File: src/rtl/exec_pkg.sv
// Shared encodings for the execute-stage controller: op-hi codes, shift ext codes,
// PSR bit positions, FSM state encoding and the instruction decode function.
package exec_pkg;

    localparam logic [3:0] OPH_REG   = 4'h0;
    localparam logic [3:0] OPH_ADDI  = 4'h5;
    localparam logic [3:0] OPH_ADDUI = 4'h6;
    localparam logic [3:0] OPH_ADDCI = 4'h7;
    localparam logic [3:0] OPH_SHIFT = 4'h8;
    localparam logic [3:0] OPH_SUBI  = 4'h9;
    localparam logic [3:0] OPH_CMPI  = 4'hB;

    localparam logic [3:0] EXT_LSHI0 = 4'h0;
    localparam logic [3:0] EXT_LSHI1 = 4'h1;
    localparam logic [3:0] EXT_LSH   = 4'h4;

    localparam int PSR_Z = 4;
    localparam int PSR_C = 3;
    localparam int PSR_F = 2;
    localparam int PSR_N = 1;
    localparam int PSR_L = 0;

    typedef enum logic [1:0] {
        ST_IDLE = 2'd0,
        ST_DEC  = 2'd1,
        ST_EXE  = 2'd2,
        ST_WB   = 2'd3
    } state_t;

    typedef struct packed {
        logic [7:0]  opcode;
        logic [15:0] b;
        logic        wr_en;
        logic        upd_en;
    } dec_t;

    // Anything not matched below stays all-zero, which is exactly the NOP encoding.
    function automatic dec_t decode(input logic [15:0] ins, input logic [15:0] rs_val);
        dec_t        d;
        logic [15:0] simm;
        logic [3:0]  ext;
        d    = '0;
        simm = {{8{ins[7]}}, ins[7:0]};
        ext  = ins[7:4];
        case (ins[15:12])
            OPH_REG: begin
                case (ext)
                    4'h1, 4'h2, 4'h3, 4'h4, 4'h5, 4'h6, 4'h7, 4'h8, 4'h9,
                    4'hB, 4'hF: begin
                        d.opcode = {4'h0, ext};
                        d.b      = rs_val;
                        d.upd_en = 1'b1;
                        d.wr_en  = (ext != 4'hB) && (ext != 4'hF);
                    end
                    default: d = '0;
                endcase
            end
            OPH_ADDI, OPH_ADDCI: begin
                d.opcode = {ins[15:12], 4'h0};
                d.b      = simm;
                d.wr_en  = 1'b1;
                d.upd_en = 1'b1;
            end
            OPH_ADDUI: begin
                d.opcode = 8'h60;
                d.b      = {8'h00, ins[7:0]};
                d.wr_en  = 1'b1;
                d.upd_en = 1'b1;
            end
            OPH_SUBI: begin
                d.opcode = 8'h09;
                d.b      = simm;
                d.wr_en  = 1'b1;
                d.upd_en = 1'b1;
            end
            OPH_CMPI: begin
                d.opcode = 8'h0B;
                d.b      = simm;
                d.upd_en = 1'b1;
            end
            OPH_SHIFT: begin
                case (ext)
                    EXT_LSHI0, EXT_LSHI1: begin
                        d.opcode = 8'h80;
                        d.b      = {12'h000, ins[3:0]};
                        d.wr_en  = 1'b1;
                        d.upd_en = 1'b1;
                    end
                    EXT_LSH: begin
                        d.opcode = 8'h84;
                        d.b      = 16'h0000;
                        d.wr_en  = 1'b1;
                        d.upd_en = 1'b1;
                    end
                    default: d = '0;
                endcase
            end
            default: d = '0;
        endcase
        return d;
    endfunction

endpackage

File: src/rtl/exec_ctrl_reg_file_16x16.sv
// 16x16 register file: two operand read ports, a debug read port, one synchronous write port.
// Build option EXEC_R0_HARDWIRED_EN makes R0 read as zero and discards writes to it.
module reg_file_16x16
    import exec_pkg::*;
#(
    parameter int NREGS = 16
) (
    input  logic        clk,
    input  logic        reset,
    input  logic        we,
    input  logic [3:0]  waddr,
    input  logic [15:0] wdata,
    input  logic [3:0]  raddr_a,
    output logic [15:0] rdata_a,
    input  logic [3:0]  raddr_b,
    output logic [15:0] rdata_b,
    input  logic [3:0]  dbg_addr,
    output logic [15:0] dbg_data
);

    logic [15:0] regs [NREGS];
    logic        wr_ok;

`ifdef EXEC_R0_HARDWIRED_EN
    assign wr_ok    = we && (waddr != 4'h0);
    assign rdata_a  = (raddr_a == 4'h0) ? 16'h0000 : regs[raddr_a];
    assign rdata_b  = (raddr_b == 4'h0) ? 16'h0000 : regs[raddr_b];
    assign dbg_data = (dbg_addr == 4'h0) ? 16'h0000 : regs[dbg_addr];
`else
    assign wr_ok    = we;
    assign rdata_a  = regs[raddr_a];
    assign rdata_b  = regs[raddr_b];
    assign dbg_data = regs[dbg_addr];
`endif

    always_ff @(posedge clk) begin
        if (reset) begin
            for (int i = 0; i < NREGS; i++) begin
                regs[i] <= 16'h0000;
            end
        end else if (wr_ok) begin
            regs[waddr] <= wdata;
        end
    end

endmodule

File: src/rtl/exec_ctrl.sv
// Execute-stage controller feeding the 16-bit ALU; one instruction every four cycles.
// Build option EXEC_R0_HARDWIRED_EN is handled inside the register file.
//
// state   | meaning
// IDLE    | inst_ready high, waiting for a handshake
// DEC     | decode latched instruction, register ALU operands/opcode
// EXE     | ALU settles, capture result and flags
// WB      | write Rdest / update PSR as enabled, pulse done
module exec_ctrl
    import exec_pkg::*;
#(
    parameter int         NREGS     = 16,
    parameter logic [4:0] PSR_RESET = 5'b00000
) (
    input  logic        clk,
    input  logic        reset,
    input  logic        inst_valid,
    input  logic [15:0] inst,
    output logic        inst_ready,
    output logic        done,
    output logic [15:0] alu_a,
    output logic [15:0] alu_b,
    output logic [7:0]  alu_opcode,
    output logic        alu_cin,
    input  logic [15:0] alu_c,
    input  logic [4:0]  alu_flags,
    output logic [4:0]  psr,
    input  logic [3:0]  dbg_addr,
    output logic [15:0] dbg_data
);

    state_t      state_q, state_d;
    logic [15:0] inst_q;
    logic [15:0] res_q;
    logic [4:0]  flg_q;
    logic [4:0]  psr_q;
    logic        wr_q, upd_q;
    logic        rf_we;
    logic [15:0] rd_val, rs_val;
    dec_t        dec;

    reg_file_16x16 #(.NREGS(NREGS)) u_rf (
        .clk      (clk),
        .reset    (reset),
        .we       (rf_we),
        .waddr    (inst_q[11:8]),
        .wdata    (res_q),
        .raddr_a  (inst_q[11:8]),
        .rdata_a  (rd_val),
        .raddr_b  (inst_q[3:0]),
        .rdata_b  (rs_val),
        .dbg_addr (dbg_addr),
        .dbg_data (dbg_data)
    );

    assign dec     = decode(inst_q, rs_val);
    assign psr     = psr_q;
    assign alu_cin = psr_q[PSR_C];

    always_ff @(posedge clk) begin
        if (reset) begin
            state_q    <= ST_IDLE;
            inst_q     <= 16'h0000;
            alu_a      <= 16'h0000;
            alu_b      <= 16'h0000;
            alu_opcode <= 8'h00;
            wr_q       <= 1'b0;
            upd_q      <= 1'b0;
            res_q      <= 16'h0000;
            flg_q      <= 5'b00000;
            psr_q      <= PSR_RESET;
        end else begin
            state_q <= state_d;
            if (state_q == ST_IDLE && inst_valid) begin
                inst_q <= inst;
            end
            if (state_q == ST_DEC) begin
                alu_a      <= rd_val;
                alu_b      <= dec.b;
                alu_opcode <= dec.opcode;
                wr_q       <= dec.wr_en;
                upd_q      <= dec.upd_en;
            end
            if (state_q == ST_EXE) begin
                res_q <= alu_c;
                flg_q <= alu_flags;
            end
            // PSR takes the ALU flags verbatim; NOPs never get here with upd_q set.
            if (state_q == ST_WB && upd_q) begin
                psr_q <= flg_q;
            end
        end
    end

    always_comb begin
        state_d    = state_q;
        inst_ready = 1'b0;
        done       = 1'b0;
        rf_we      = 1'b0;
        case (state_q)
            ST_IDLE: begin
                inst_ready = 1'b1;
                if (inst_valid) begin
                    state_d = ST_DEC;
                end
            end
            ST_DEC: state_d = ST_EXE;
            ST_EXE: state_d = ST_WB;
            ST_WB: begin
                done    = 1'b1;
                rf_we   = wr_q;
                state_d = ST_IDLE;
            end
            default: state_d = ST_IDLE;
        endcase
    end

endmodule
File: config.mk
export PLATFORM = sky130hd
export DESIGN_NAME = exec_ctrl
export DESIGN_NICKNAME = d
export VERILOG_FILES = /design/src/rtl/exec_pkg.sv /design/src/rtl/exec_ctrl_reg_file_16x16.sv /design/src/rtl/exec_ctrl.sv
export SDC_FILE = /design/constraint.sdc
export NUM_CORES = 1
export LEC_CHECK = 0
export CAP_MARGIN = 20
export CORE_UTILIZATION = 25
export DETAILED_ROUTE_END_ITERATION = 12
export DONT_BUFFER_PORTS = 1
export PLACE_DENSITY_LB_ADDON = 0.15
export REMOVE_ABC_BUFFERS = 1
export SYNTH_ARGS = -nofsm -noshare
export SYNTH_HDL_FRONTEND = slang
export SYNTH_SLANG_ARGS = --single-unit
File: constraint.sdc
create_clock -name clk -period 5.3 [get_ports clk]
set_input_delay 1.06 -clock clk [delete_from_list [all_inputs] [get_ports clk]]
set_output_delay 1.06 -clock clk [all_outputs]
set_load 0.05 [all_outputs]
# Yosys cells after proc, flatten, opt, wreduce, memory -nomap -nowiden
# Memories as Yosys holds them, arrays and structs flattened. A register that Yosys moved wholly into a read port is not among the register bits.
# Index checks and enable logic that the tools add are counted.
op_classes:
  n_eq_ne: 23
  muxes: 20
  reduce_logical: 12
ops:
  columns: ["op", "count"]
  rows:
  - ["$pmux 24 s6", 1]
  - ["$pmux 26 s2", 1]
  - ["$eq 4x3->1 const B", 7]
  - ["$eq 4x4->1 const B", 7]
  - ["$mux 22", 1]
  - ["$mux 16", 1]
  - ["$reduce_or 16->1", 1]
  - ["$mux 4", 3]
  - ["$reduce_or 11->1", 1]
  - ["$mux 1", 9]
  - ["$eq 4x2->1 const B", 2]
  - ["$logic_not 4->1", 2]
  - ["$ne 4x4->1 const B", 2]
  - ["$pmux 2 s4", 1]
  - ["$pmux 1 s3", 2]
  - ["$reduce_or 5->1", 1]
  - ["$eq 2x2->1 const B", 2]
  - ["$eq 4x1->1 const B", 1]
  - ["$reduce_or 2->1", 2]
  - ["$reduce_or 4->1", 1]
  - ["$logic_and 1x1->1", 3]
  - ["$eq 2x1->1 const B", 1]
  - ["$logic_not 2->1", 1]
  - ["$mux 2", 1]
  - ["$ne 2x2->1 const B", 1]
totals:
  register_bits: 70
  mem_bits_rw: 256
  in_bits: 44
  out_inout_bits: 64
  word_cells: 65
  n_memories: 1
mem_list:
  columns: ["memory", "depth", "width", "rd", "rd_clocked_by_memory_dff", "wr", "line", "source"]
  rows:
  - ["u_rf.regs", 16, 16, 3, 2, 16, "exec_ctrl_reg_file_16x16.sv:21", "logic [15:0] regs [NREGS];"]

# Logic depth before layout (Yosys ltp)
depth:
  ltp_word: 7
  depth_mapped: 7
  ltp_nobuf: 6

# Cells and area by module
# From an unflattened synthesis, not the netlist that was laid out.
unflattened:
  hier_cells: 1378
  area_unflattened_um2: 18680.4
by_module_without_submodules:
  columns: ["mod", "instances", "cells_each", "area_each_um2", "seq_area_each_um2"]
  rows:
  - ["reg_file_16x16", 1, 996, 15265.9, 7687.4]
  - ["exec_ctrl", 1, 382, 3414.5, 1721.7]

# Worst setup path before layout
# OpenSTA, ideal clock, no wires.
synth_path:
  path_type: "input to output"
  startpoint: "input dbg_addr[0]"
  endpoint: "output dbg_data[0]"
  arrival_time_ns: 2.725
  required_time_ns: 4.240
  setup_slack_ns: 1.515
  stages: 4
  n_path_buf: 2
  path_cell_list: "buf_2 buf_2 mux4_2 mux4_2"
synth_via:
  elab_chain_len: 1
synth_rtl:
  columns: ["item", "line", "source"]
  rows:
  - ["from (decl)", "exec_ctrl.sv:28", "input logic [3:0] dbg_addr,"]
  - ["$mem_v2 16x16", null, null]
  - ["to (decl)", "exec_ctrl.sv:29", "output logic [15:0] dbg_data"]
# No other way between the ends.

# Worst setup path in the final report
layout_path:
  startpoint: "input dbg_addr[0]"
  endpoint: "output dbg_data[8]"
# Same word-level chain as after synthesis.

==> impl_metrics.yaml <==
worst_setup_path:
  endpoint_kind: "primary output"
  cp_max_fo: 64
  critPathBufInv: 0
  worst-endpoint-required_ns: 4.24
  cp_top_family: "multiplexers"
  critPathSlowestCell: "mux4_2"
  critPathMaxStageDelay_ns: 0.69
  cpMostUsedCell: "mux4_2"
  cp-start-kind: "primary input"
  cp.arrival_ns: 2.33
  path_cells: "mux4_2 -> mux4_2"
  crit_type: "in -> out"
power:
  power.leakage_nw: 6.97
  swShare_pct: 34.1
  comb_power_share_pct: 20.3
  ir_worst_vdd_uv: 203
  power_switching_mw: 2.88
  p_per_area_nw_per_um2: 398
  clockPowerShare_pct: 34.5
  internal_power_mw: 5.57
  seqPwrFrac_pct: 45.2
routing:
  wl_um: 70000
  via_per_inst: 5.17
  first_pass_iters: 5
  postRouteAntennaNets: 0
  wl_per_cell_um: 30.7
  dr.first_iter.drc_count: 924
  drc: 0
  vias: 11802
sta:
  relSlewSlack_pct: 31.3
  skew_ns: 0.0321
  fmax_mhz: 295
  setup_viol: 0
  drv_slew: 0
  rsz0062_at_grt: "false"
  worstMarginPinSlew_ns: 1.03
  tns_ns: 0
  hold_viol_final: 0
  finalCritPeriodShare_pct: 64.0
  period_needed_ns: 3.39
cts:
  ctsHoldBuffers: 0
  ctsLongestPathBuffers: 3
  cts-resized-gates: 0
  root_buffer: "clkbuf_16"
  clock_sink_count: 346
  post_cts_buffers: 0
  cts_buffers: 42
  clkLatencyLatePin_ns: 0.60
  htree_levels: 2
  cts_tree: "done"
  clk_pin_slew_ns: 0.06
global_route:
  antenna_found_initial: 1
  grt_pass1_wl_um: 99000
  grt_usage_pct: 18.3
  grt_pass1_vias: 12281
  grt_start_max_net_pins: 90
  overflow: 0
placed_design:
  place_hpwl_um: 42400
  gp_congestion: 0.801
  place_inst: 2203
  port_buffers: 0
floorplanning:
  num_rows: 100
  initial_utilization_pct: 25.3
  die_y_um: 277
  dieArea_um2: 76600
  die_w_um: 277
  io_pins: 108
  core_um2: 74600
synthesis:
  synth.top_cells.by_area: "edfxtp_1 41%, mux4_2 25%, dfxtp_1 9.5%, and2_1 8.6%, mux2i_1 3.2%"
  ys_ff_latch: 346
  synth_area_leader_cell: "edfxtp_1"
  synth_edf_count: 256
  ys_async_sr_fraction_pct: 0
  avgSynthCellArea_um2: 14.2
  synth_cell_types: 46
  syn_inst: 1324
  ys.flop_type: "edfxtp_1"
  yosysMostFrequentCell: "and2_1"
  synth-seq-area-share_pct: 50.3
  netlist_area_um2: 18900
  synth_top_area_share_pct: 40.7
  synthTopCellsByCount: "258 x and2_1, 256 x edfxtp_1, 211 x mux4_2"
  yosysWarningCount: 0
cells_and_area:
  drive_gt1_share_pct: 26.2
  synthToLayoutAreaGrowth_pct: 12.4
  stdcell_count: 2281
  nets: 1326
worst_hold_path:
  hp-class: "reg -> reg"
status:
  status: "completed"
flow_run:
  drv_cap: 0
-- per-layer routing --
layer | vias to the layer above | GRT usage (%) | routed length [um]
li1 | 5023 | - | -
met2 | 410 | 31.9 | 35300
met3 | 97 | 3.79 | 3660
met4 | 2 | 4.94 | 1630
met5 | - | 0 | 9
met1 | 6270 | 22.9 | 29400
-- stage by stage --
stage | util [%] | setup slack, ns | instance area [um^2] | power [mW] | hold WS, ns
after detailed placement | 26.6 | 1.89 | 19900 | 5.63 | 0.452
after global placement | 26.6 | 1.62 | 19800 | 5.63 | 0.449
after global routing | 28.4 | 1.90 | 21200 | 8.81 | 0.488
after floorplan | - | 0.694 | 18300 | 4.93 | 0.443
final | 28.4 | 1.91 | 21200 | 8.45 | 0.456
after CTS | 28.4 | 1.94 | 21200 | 8.57 | 0.461
-- cell usage in the layout (no fill, tap or decap), types with 4 or more instances in the layout --
| master | netlist | final |
|---|---|---|
| dfxtp_4 | 0 | 4 |
| or2_2 | 16 | 16 |
| mux4_2 | 211 | 211 |
| clkinv_2 | 0 | 5 |
| a221o_1 | 9 | 9 |
| a21oi_1 | 40 | 40 |
| nor2_1 | 66 | 64 |
| clkbuf_1 | 79 | 11 |
| buf_4 | 9 | 34 |
| a22o_1 | 18 | 18 |
| clkbuf_8 | 0 | 5 |
| dfxtp_1 | 90 | 85 |
| nand3_1 | 11 | 11 |
| a311oi_1 | 20 | 20 |
| nor3_2 | 2 | 4 |
| clkinv_1 | 0 | 6 |
| clkbuf_16 | 0 | 42 |
| inv_1 | 9 | 9 |
| o221ai_1 | 4 | 4 |
| mux2_1 | 4 | 4 |
| nand2_1 | 74 | 74 |
| nor2b_1 | 8 | 6 |
| and2_1 | 258 | 257 |
| nand2b_1 | 7 | 7 |
| edfxtp_1 | 256 | 256 |
| mux2i_1 | 60 | 60 |
-- area by class of cell --
type,count,area (um^2)
clock buffer,58,1160
antenna,1,2.50
tap,969,1210
multi-input combinational,844,8820
sequential,346,9510
inverter,9,33.8
timing repair buffer,35,283
clock inverter,19,189
fill,7511,53400
-- worst min-delay path, cell delays in order (launching register included) --
cell and delay, ns:
dfxtp_1 0.31, nand2_1 0.05, a21oi_1 0.06
-- power groups by stage --
stage / clock [mW] / sequential (mW) / combinational (mW)
6_report: 2.92 / 3.82 / 1.72
4_1_cts: 2.99 / 3.83 / 1.75
2_1_floorplan: 0 / 3.72 / 1.21
5_1_grt: 3.09 / 3.88 / 1.85
3_5_place_dp: 0 / 3.89 / 1.75
3_3_place_gp: 0 / 3.89 / 1.74
-- sequential cells by signal, summed over array words and instances (netlist names), 2 cells and up, named ones only --
name,flops
alu_b,16
alu_a,16
u_rf.regs,256
psr,5
state_q,2
inst_q,16
res_q,16
flg_q,5
alu_opcode,8
-- final timing paths --
check	from	end	slack [ns]	depth (start not counted)
worst max-delay path	dbg_addr[0]	dbg_data[8]	1.91	2
worst min-delay path	inst_q[0]	flop	0.46	2
worst max register to register	inst_q[9]	u_rf.regs[13][2]	2.06	6
worst min register to register	inst_q[0]	flop	0.46	2
-- logic make-up (layout without fill, tap and decap cells) --
kind of cell / after synthesis / count (layout) / share of synthesized area (%)
AO/OA/AOI/OAI: 106 / 106 / 4.15
other: 0 / 1 / 0
adder cells (fa/ha/maj): 4 / 4 / 0.265
AND/OR/NAND/NOR: 459 / 459 / 13.5
buffers and inverters: 134 / 121 / 3.20
flip-flops: 346 / 346 / 50.3
multiplexers: 275 / 275 / 28.6
(Power assumes the default switching activity.)
